==> src/rtl/decoder_pkg.sv <==
// Shared decode constants and the reference one-hot helper, so every block
// that turns an index into a strobe vector decodes identically.
package decoder_pkg;

    localparam int DEC_SEL_W = 3;
    localparam int DEC_OUT_W = 2 ** DEC_SEL_W;

    function automatic logic [DEC_OUT_W-1:0] onehot(input logic [DEC_SEL_W-1:0] sel);
        onehot = DEC_OUT_W'(1) << sel;
    endfunction

endpackage

==> src/rtl/onehot_dec.sv <==
// Combinational index-to-one-hot decode with enable; all zeros when disabled.
module onehot_dec
    import decoder_pkg::*;
#(
    parameter int SEL_W = DEC_SEL_W,
    localparam int OUT_W = 2 ** SEL_W
) (
    input  logic             ena,
    input  logic [SEL_W-1:0] n,
    output logic [OUT_W-1:0] d_comb
);

    logic [OUT_W-1:0] hot;

    // The package helper is fixed-width, so other widths fall back to a compare bank.
    if (SEL_W == DEC_SEL_W) begin : g_pkg
        assign hot = onehot(n);
    end else begin : g_cmp
        always_comb begin
            hot = '0;
            for (int i = 0; i < OUT_W; i++) begin
                hot[i] = (n == i[SEL_W-1:0]);
            end
        end
    end

    assign d_comb = ena ? hot : '0;

endmodule

==> src/rtl/decoder_3to8_reg.sv <==
// Registered binary-to-one-hot decoder with enable, optional active-low output
// polarity and a registered valid flag.
module decoder_3to8_reg
    import decoder_pkg::*;
#(
    parameter int SEL_W      = DEC_SEL_W,
    parameter bit ACTIVE_LOW = 1'b0,
    localparam int OUT_W     = 2 ** SEL_W
) (
    input  logic             clk,
    input  logic             rst,
    input  logic             ena,
    input  logic [SEL_W-1:0] n,
    output logic [OUT_W-1:0] d,
    output logic             d_valid
);

    // Idle level doubles as the polarity mask: a disabled decode is all zeros,
    // so XOR with it yields the idle pattern in either polarity.
    localparam logic [OUT_W-1:0] IDLE = {OUT_W{ACTIVE_LOW}};

    logic [OUT_W-1:0] d_comb;
    logic [OUT_W-1:0] d_p1;
    logic             vld_p1;

    onehot_dec #(
        .SEL_W (SEL_W)
    ) u_dec (
        .ena    (ena),
        .n      (n),
        .d_comb (d_comb)
    );

    // Stage p0 -> p1: output register
    always_ff @(posedge clk) begin
        if (rst) begin
            d_p1   <= IDLE;
            vld_p1 <= 1'b0;
        end else begin
            d_p1   <= d_comb ^ IDLE;
            vld_p1 <= ena;
        end
    end

    assign d       = d_p1;
    assign d_valid = vld_p1;

endmodule

==> config.mk <==
export PLATFORM = sky130hd
export DESIGN_NAME = decoder_3to8_reg
export DESIGN_NICKNAME = d
export VERILOG_FILES = /design/src/rtl/decoder_pkg.sv /design/src/rtl/onehot_dec.sv /design/src/rtl/decoder_3to8_reg.sv
export SDC_FILE = /design/constraint.sdc
export NUM_CORES = 1
export LEC_CHECK = 0
export CAP_MARGIN = 20
export CORE_AREA = 5 5 42 44
export DETAILED_ROUTE_END_ITERATION = 10
export DIE_AREA = 0 0 47 49
export HOLD_SLACK_MARGIN = 0.08
export PLACE_DENSITY = 0.59
export SYNTH_ARGS = -nofsm -noshare
export SYNTH_HDL_FRONTEND = slang
export SYNTH_SLANG_ARGS = --single-unit
==> constraint.sdc <==
create_clock -name clk -period 0.82 [get_ports clk]
set_input_delay 0.205 -clock clk [delete_from_list [all_inputs] [get_ports clk]]
set_output_delay 0.205 -clock clk [all_outputs]
set_load 0.1 [all_outputs]
-- Word-level counts from Yosys, hierarchy flattened
Cells that the tools add are included.
- bitwise gates (word level): 1
- shift-type cells: 1
- reduce and logical (&&, ||, !) cells: 1
- operators with widths (operator ; count):
    1-bit by 3-bit left shift with 8-bit output (first input constant) ; 1
    2-bit OR reduction ; 1
    1-bit inverter ; 1
- output and inout port bits: 9
- bits in registers: 9
- word-level logic and storage cells: 5
- bits of input ports: 6

-- Logic depth before layout (Yosys ltp)
Gate-level depths: netlist of the first run.
- depth in word-level cells: 2
- mapped depth: 2
- mapped depth without buffers: 2

-- Modules after synthesis
Synthesis of the first run repeated with hierarchy kept, for this count alone.
- cells, all modules: 26
- area, all modules: 331.6 um^2
- by module, submodules not included (module ; area each (um^2) ; cells an instance ; sequential area each (um^2) ; times used):
    decoder_3to8_reg ; 236.5 ; 18 ; 180.2 ; 1
    onehot_dec ; 95.1 ; 8 ; 0.0 ; 1

-- Least setup slack after synthesis of the first run
No wires, ideal clock.
- kind: register -> output
- start point: register d_p1[0], in the netlist d[0]
- end point: output d[0]
- stages on the path, launching flop included: 1
- buffers on the path: 0
- arrival: 0.909 ns
- data required time: 0.615 ns
- setup slack: -0.294 ns
- cell sequence: dfxtp_1
- RTL lines (what ; RTL line ; source):
    start, declared ; decoder_3to8_reg.sv:23 ; logic [OUT_W-1:0] d_p1;
    start signal, assigned ; decoder_3to8_reg.sv:40 ; d_p1 <= d_comb ^ IDLE;
    end, declared ; decoder_3to8_reg.sv:14 ; output logic [OUT_W-1:0] d,
No word-level cell between the ends.

-- Worst setup path in the final report of the first run
- start point: register d_p1[0], in the netlist d[0]
- end point: output d[0]
No word-level cell between the ends.

==> results.sh, run 1 <==
export IMPL_finalSetupTns_ns=-1.32
export IMPL_rows=14
export IMPL_cts_inserted_buffers=3
export IMPL_cts_tree="done"
export IMPL_total_power_mw=0.911
export IMPL_synth_area_um2=259
export IMPL_ys_types=9
export IMPL_cp_top_family="flip-flops"
export IMPL_start_kind="flop"
export IMPL_cp_required_ns=0.61
export IMPL_grt_pass1_wl_um=772
export IMPL_violations="negative setup slack"
export IMPL_grt_max_degree=6
export IMPL_cp_endpoint="d[0]"
export IMPL_setup_slack_ns=-0.152
export IMPL_yosys_top_cells_area="dfxtp_1, nor2_1, nand2b_1"
export IMPL_core_area_mm2=0.00140
export IMPL_antenna_left=0
export IMPL_hpwl_um=428
export IMPL_p_leak_nw=0.238
export IMPL_worstMarginPinSlew_ns=0.181
export IMPL_cp_depth=1
export IMPL_vias=215
export IMPL_hold_viol=0
export IMPL_period_share_pct=119
export IMPL_path_max_fanout=1
export IMPL_highest_layer="met4"
export IMPL_gr_total_overflow=0
export IMPL_ir_worst_vdd_mv=1.06
export IMPL_wl_um=525
export IMPL_drt_pass1_iterations=2
export IMPL_p_per_area_mw_per_mm2=1570
export IMPL_fin_nets=49
export IMPL_wl_met1_um=185
export IMPL_clk_path_buf_depth=2
export IMPL_grt_use_total_pct=5.36
export IMPL_die_h_um=49
export IMPL_ys_seq_area_share_pct=69.6
export IMPL_yosysTopAreaCell="dfxtp_1"
export IMPL_end_kind="primary output"
export IMPL_critical_path_arrival_ns=0.77
export IMPL_critPathKind="flop to primary output"
export IMPL_finalSetupViolCount=9
export IMPL_finalCriticalPeriod_ns=0.972
export IMPL_synth_top_area_share_pct=69.6
export IMPL_gp_congestion=0.712
export IMPL_hold_buffers=0
export IMPL_antennaDiodeCount=0
export IMPL_die_w_um=47
export IMPL_path_cells="buf_12"
export IMPL_synth_nets=29
export IMPL_final_core_util_pct=41.5
export IMPL_htree_levels=1
export IMPL_clock_root_buffer="clkbuf_4"
export IMPL_wl_met2_um=221
export IMPL_avgViaCountPerCell=3.71
export IMPL_max_cap_viol_count=0
export IMPL_io_buffers=14
export IMPL_wl_met3_um=107
export IMPL_clkSinkCount=9
export IMPL_path_buf_inv=1
export IMPL_grt_pass1_vias=190
export IMPL_avgSynthCellArea_um2=11.3
export IMPL_slowest_stage="dfxtp_4"
export IMPL_syn_to_final_growth_pct=125
export IMPL_cpPeakStageDelay_ns=0.35
export IMPL_drt_iter0_drc=1
export IMPL_rsz0062_at_grt="true"
export IMPL_layout_common_cells="dfxtp_4, buf_12, nor2_1, clkbuf_4, clkdlybuf4s15_1"
export IMPL_yosysWarningCount=0
export IMPL_remaining_drc_errors=0
export IMPL_hold_class="input port to flop"
export IMPL_fillers=145
export IMPL_die_area_mm2=0.00230
export IMPL_netlist_instances=23
export IMPL_pin_count=15
export IMPL_wire_per_inst_um=9.05
export IMPL_antenna_found_initial=0
export IMPL_slew_headroom_pct=87.9
export IMPL_yosys_register_bits=9
export IMPL_crit_start="d[0]"
export IMPL_start_util_pct=18.5
export IMPL_max_freq_mhz=1030
export IMPL_clk_pin_slew_ns=0.06
export IMPL_status="finished with violations"
export IMPL_layout_drive_gt1_share_pct=57.1
export IMPL_slew_violations=0
==> registers in the layout (all words and copies together) (netlist names) <==
register,count
d,8
d_valid,1
==> layout make-up <==
class / count / area, um^2 / area share, %
repair buffers: 15 / 243 / 41.7
flip-flops and latches: 9 / 214 / 36.8
multi-input cells: 14 / 78.8 / 13.5
clock buffers: 4 / 26.3 / 4.52
well taps: 16 / 20.0 / 3.44
==> cells by family after synthesis <==
logic type       count (synthesis)  synth area share, %
flip-flops                       9                 69.6
AND/OR/NAND/NOR                 14                 30.4
==> through the flow <==
step / setup slack (ns) / hold WS, ns / area, um^2 / std cells
floorplan: 0.0522 / 0.265 / 293 / 23
global placement: -0.458 / 0.687 / 551 / 54
detailed placement: -0.493 / 0.686 / 551 / 54
CTS: -0.164 / 0.226 / 577 / 58
global route: -0.184 / 0.226 / 582 / 58
finish: -0.152 / 0.222 / 582 / 58
==> repair_timing <==
item / in CTS / in global routing
setup buffers: 0 / 0
pin swaps: 2 / 1
resized for setup: 6 / 2
setup endpoints to repair: 14 / 12
==> report_power, final <==
part,switching [mW],internal [mW]
clock,0.138,0.186
sequential,0.00715,0.424
combinational,0.0912,0.0639
total,0.237,0.674
==> synthesized netlist by cell type <==
| cell | n |
|---|---|
| nand2b_1 | 2 |
| nor2b_1 | 1 |
| or3b_4 | 1 |
| nor3_1 | 1 |
| nor3_2 | 1 |
| dfxtp_1 | 9 |
| nand3b_1 | 1 |
| nand2_1 | 1 |
| nor2_1 | 6 |
==> how the worst min path moves through the flow <==
stage          startpoint       to  slack [ns]  depth (start not counted)
2_1_floorplan        n[1]     d[0]        0.26                          1
3_3_place_gp         d[7]     d[7]        0.69                          1
3_5_place_dp         d[7]     d[7]        0.69                          1
4_1_cts               rst  d_valid        0.23                          2
5_1_grt               rst  d_valid        0.23                          2
6_report             n[0]     d[4]        0.22                          2
==> routing by layer <==
metal	track usage, %	up-vias
met2	6.79	13
met3	5.17	2
li1	-	116
met5	0	-
met1	4.42	84
met4	5.53	0
Note: power is estimated with default switching activity, not from simulation.
==> run 2, diff against run 1 <==
--- a/config.mk
+++ b/config.mk
@@ -6,11 +6,13 @@
 export NUM_CORES = 1
 export LEC_CHECK = 0
 export CAP_MARGIN = 20
+export CELL_PAD_IN_SITES_DETAIL_PLACEMENT = 0
+export CELL_PAD_IN_SITES_GLOBAL_PLACEMENT = 1
 export CORE_AREA = 5 5 42 44
 export DETAILED_ROUTE_END_ITERATION = 10
 export DIE_AREA = 0 0 47 49
 export HOLD_SLACK_MARGIN = 0.08
-export PLACE_DENSITY = 0.59
+export PLACE_DENSITY = 0.72
 export SYNTH_ARGS = -nofsm -noshare
 export SYNTH_HDL_FRONTEND = slang
 export SYNTH_SLANG_ARGS = --single-unit
==> results.sh, run 2 (synthesized netlist as in run 1, its figures left out) <==
export IMPL_gr_total_overflow=0
export IMPL_wire_per_inst_um=9.90
export IMPL_io_buffers=14
export IMPL_rows=14
export IMPL_max_cap_viol_count=0
export IMPL_instances_no_fill=58
export IMPL_total_power_mw=0.918
export IMPL_min_path_cells=2
export IMPL_finalSetupTns_ns=-1.35
export IMPL_hold_slack_ns=0.221
export IMPL_slew_violations=0
export IMPL_pin_count=15
export IMPL_grt_pass1_wl_um=848
export IMPL_final_core_util_pct=41.5
export IMPL_critical_path_arrival_ns=0.77
export IMPL_place_area_um2=551
export IMPL_fillers=142
export IMPL_hold_viol=0
export IMPL_hold_class="input port to flop"
export IMPL_ir_worst_vdd_mv=0.773
export IMPL_post_cts_buffers=0
export IMPL_path_buf_inv=1
export IMPL_start_kind="flop"
export IMPL_path_max_fanout=1
export IMPL_grt_use_total_pct=5.29
export IMPL_gp_congestion=0.656
export IMPL_cp_top_family="flip-flops"
export IMPL_drt_iter0_drc=1
export IMPL_die_h_um=49
export IMPL_antennaDiodeCount=0
export IMPL_rsz0062_at_grt="true"
export IMPL_violations="negative setup slack"
export IMPL_path_cells="buf_12"
export IMPL_core_area_mm2=0.00140
export IMPL_clk_pin_slew_ns=0.06
export IMPL_cp_required_ns=0.61
export IMPL_fin_nets=49
export IMPL_cts_inserted_buffers=3
export IMPL_drt_pass1_iterations=3
export IMPL_hpwl_um=462
export IMPL_die_area_mm2=0.00230
export IMPL_layout_drive_gt1_share_pct=57.1
export IMPL_layout_common_cells="dfxtp_4, buf_12, nor2_1, clkbuf_4, clkdlybuf4s15_1"
export IMPL_largest_reg_flops=8
export IMPL_max_freq_mhz=1030
export IMPL_grt_max_degree=6
export IMPL_die_w_um=47
export IMPL_htree_levels=1
export IMPL_setup_slack_ns=-0.156
export IMPL_end_kind="primary output"
export IMPL_whs_endpoint="d[0]"
export IMPL_finalInstanceArea_um2=582
export IMPL_cpPeakStageDelay_ns=0.35
export IMPL_hold_start="n[1]"
export IMPL_syn_to_final_growth_pct=125
export IMPL_clkSinkCount=9
export IMPL_p_leak_nw=0.237
export IMPL_clk_path_buf_depth=2
export IMPL_p_per_area_mw_per_mm2=1580
export IMPL_dpl_cell_count=54
export IMPL_period_share_pct=119
export IMPL_avgViaCountPerCell=3.76
export IMPL_slowest_stage="dfxtp_4"
export IMPL_hold_buffers=0
export IMPL_finalSetupViolCount=9
export IMPL_grt_pass1_vias=210
export IMPL_place_ws_ns=-0.482
export IMPL_critPathKind="flop to primary output"
export IMPL_finalCriticalPeriod_ns=0.976
export IMPL_wl_um=574
export IMPL_antenna_found_initial=0
export IMPL_status="finished with violations"
export IMPL_slew_headroom_pct=86.8
export IMPL_clock_root_buffer="clkbuf_4"
export IMPL_vias=218
export IMPL_start_util_pct=18.5
export IMPL_cts_tree="done"
export IMPL_antenna_left=0
export IMPL_remaining_drc_errors=0
export IMPL_worstMarginPinSlew_ns=0.198
## run 2: cell counts in the layout (fill, tap and decap cells not counted)
No cell type changed its count.
## run 2: cell type report
cell class	count	area, um^2	share of cell area, %
clock buffers	4	26.3	4.52
multi-input cells	14	78.8	13.5
flip-flops and latches	9	214	36.8
well taps	16	20.0	3.44
repair buffers	15	243	41.7
## run 2: timing repair
item                       4_1_cts  5_1_grt
pin swaps                        2        2
setup endpoints to repair       17       15
cloned                           0        0
resized for setup                3        5
## run 2: worst max-delay path by stage
stage / endpoint / slack [ns] / cells past startpoint / from
global placement: d[0] / -0.46 / 3 / ena
finish: d_valid / -0.16 / 1 / d_valid
CTS: d_valid / -0.16 / 1 / d_valid
floorplan: d[0] / 0.05 / 2 / n[2]
detailed placement: d[1] / -0.48 / 3 / ena
global route: d_valid / -0.17 / 1 / d_valid
## run 2: power by group
group          internal (mW)  leakage [nW]  total (mW)  switching [mW]
clock                  0.187        0.0150       0.331           0.144
sequential             0.423        0.0799       0.431         0.00712
combinational         0.0640         0.142       0.157          0.0928
total                  0.674         0.237       0.918           0.244
## run 2: metal layers
metal	global-route usage (%)	routed length, um	vias up
met3	4.80	115	2
li1	-	-	112
met1	5.75	221	89
met2	6.11	231	15
met4	4.15	6	0
met5	0	0	-
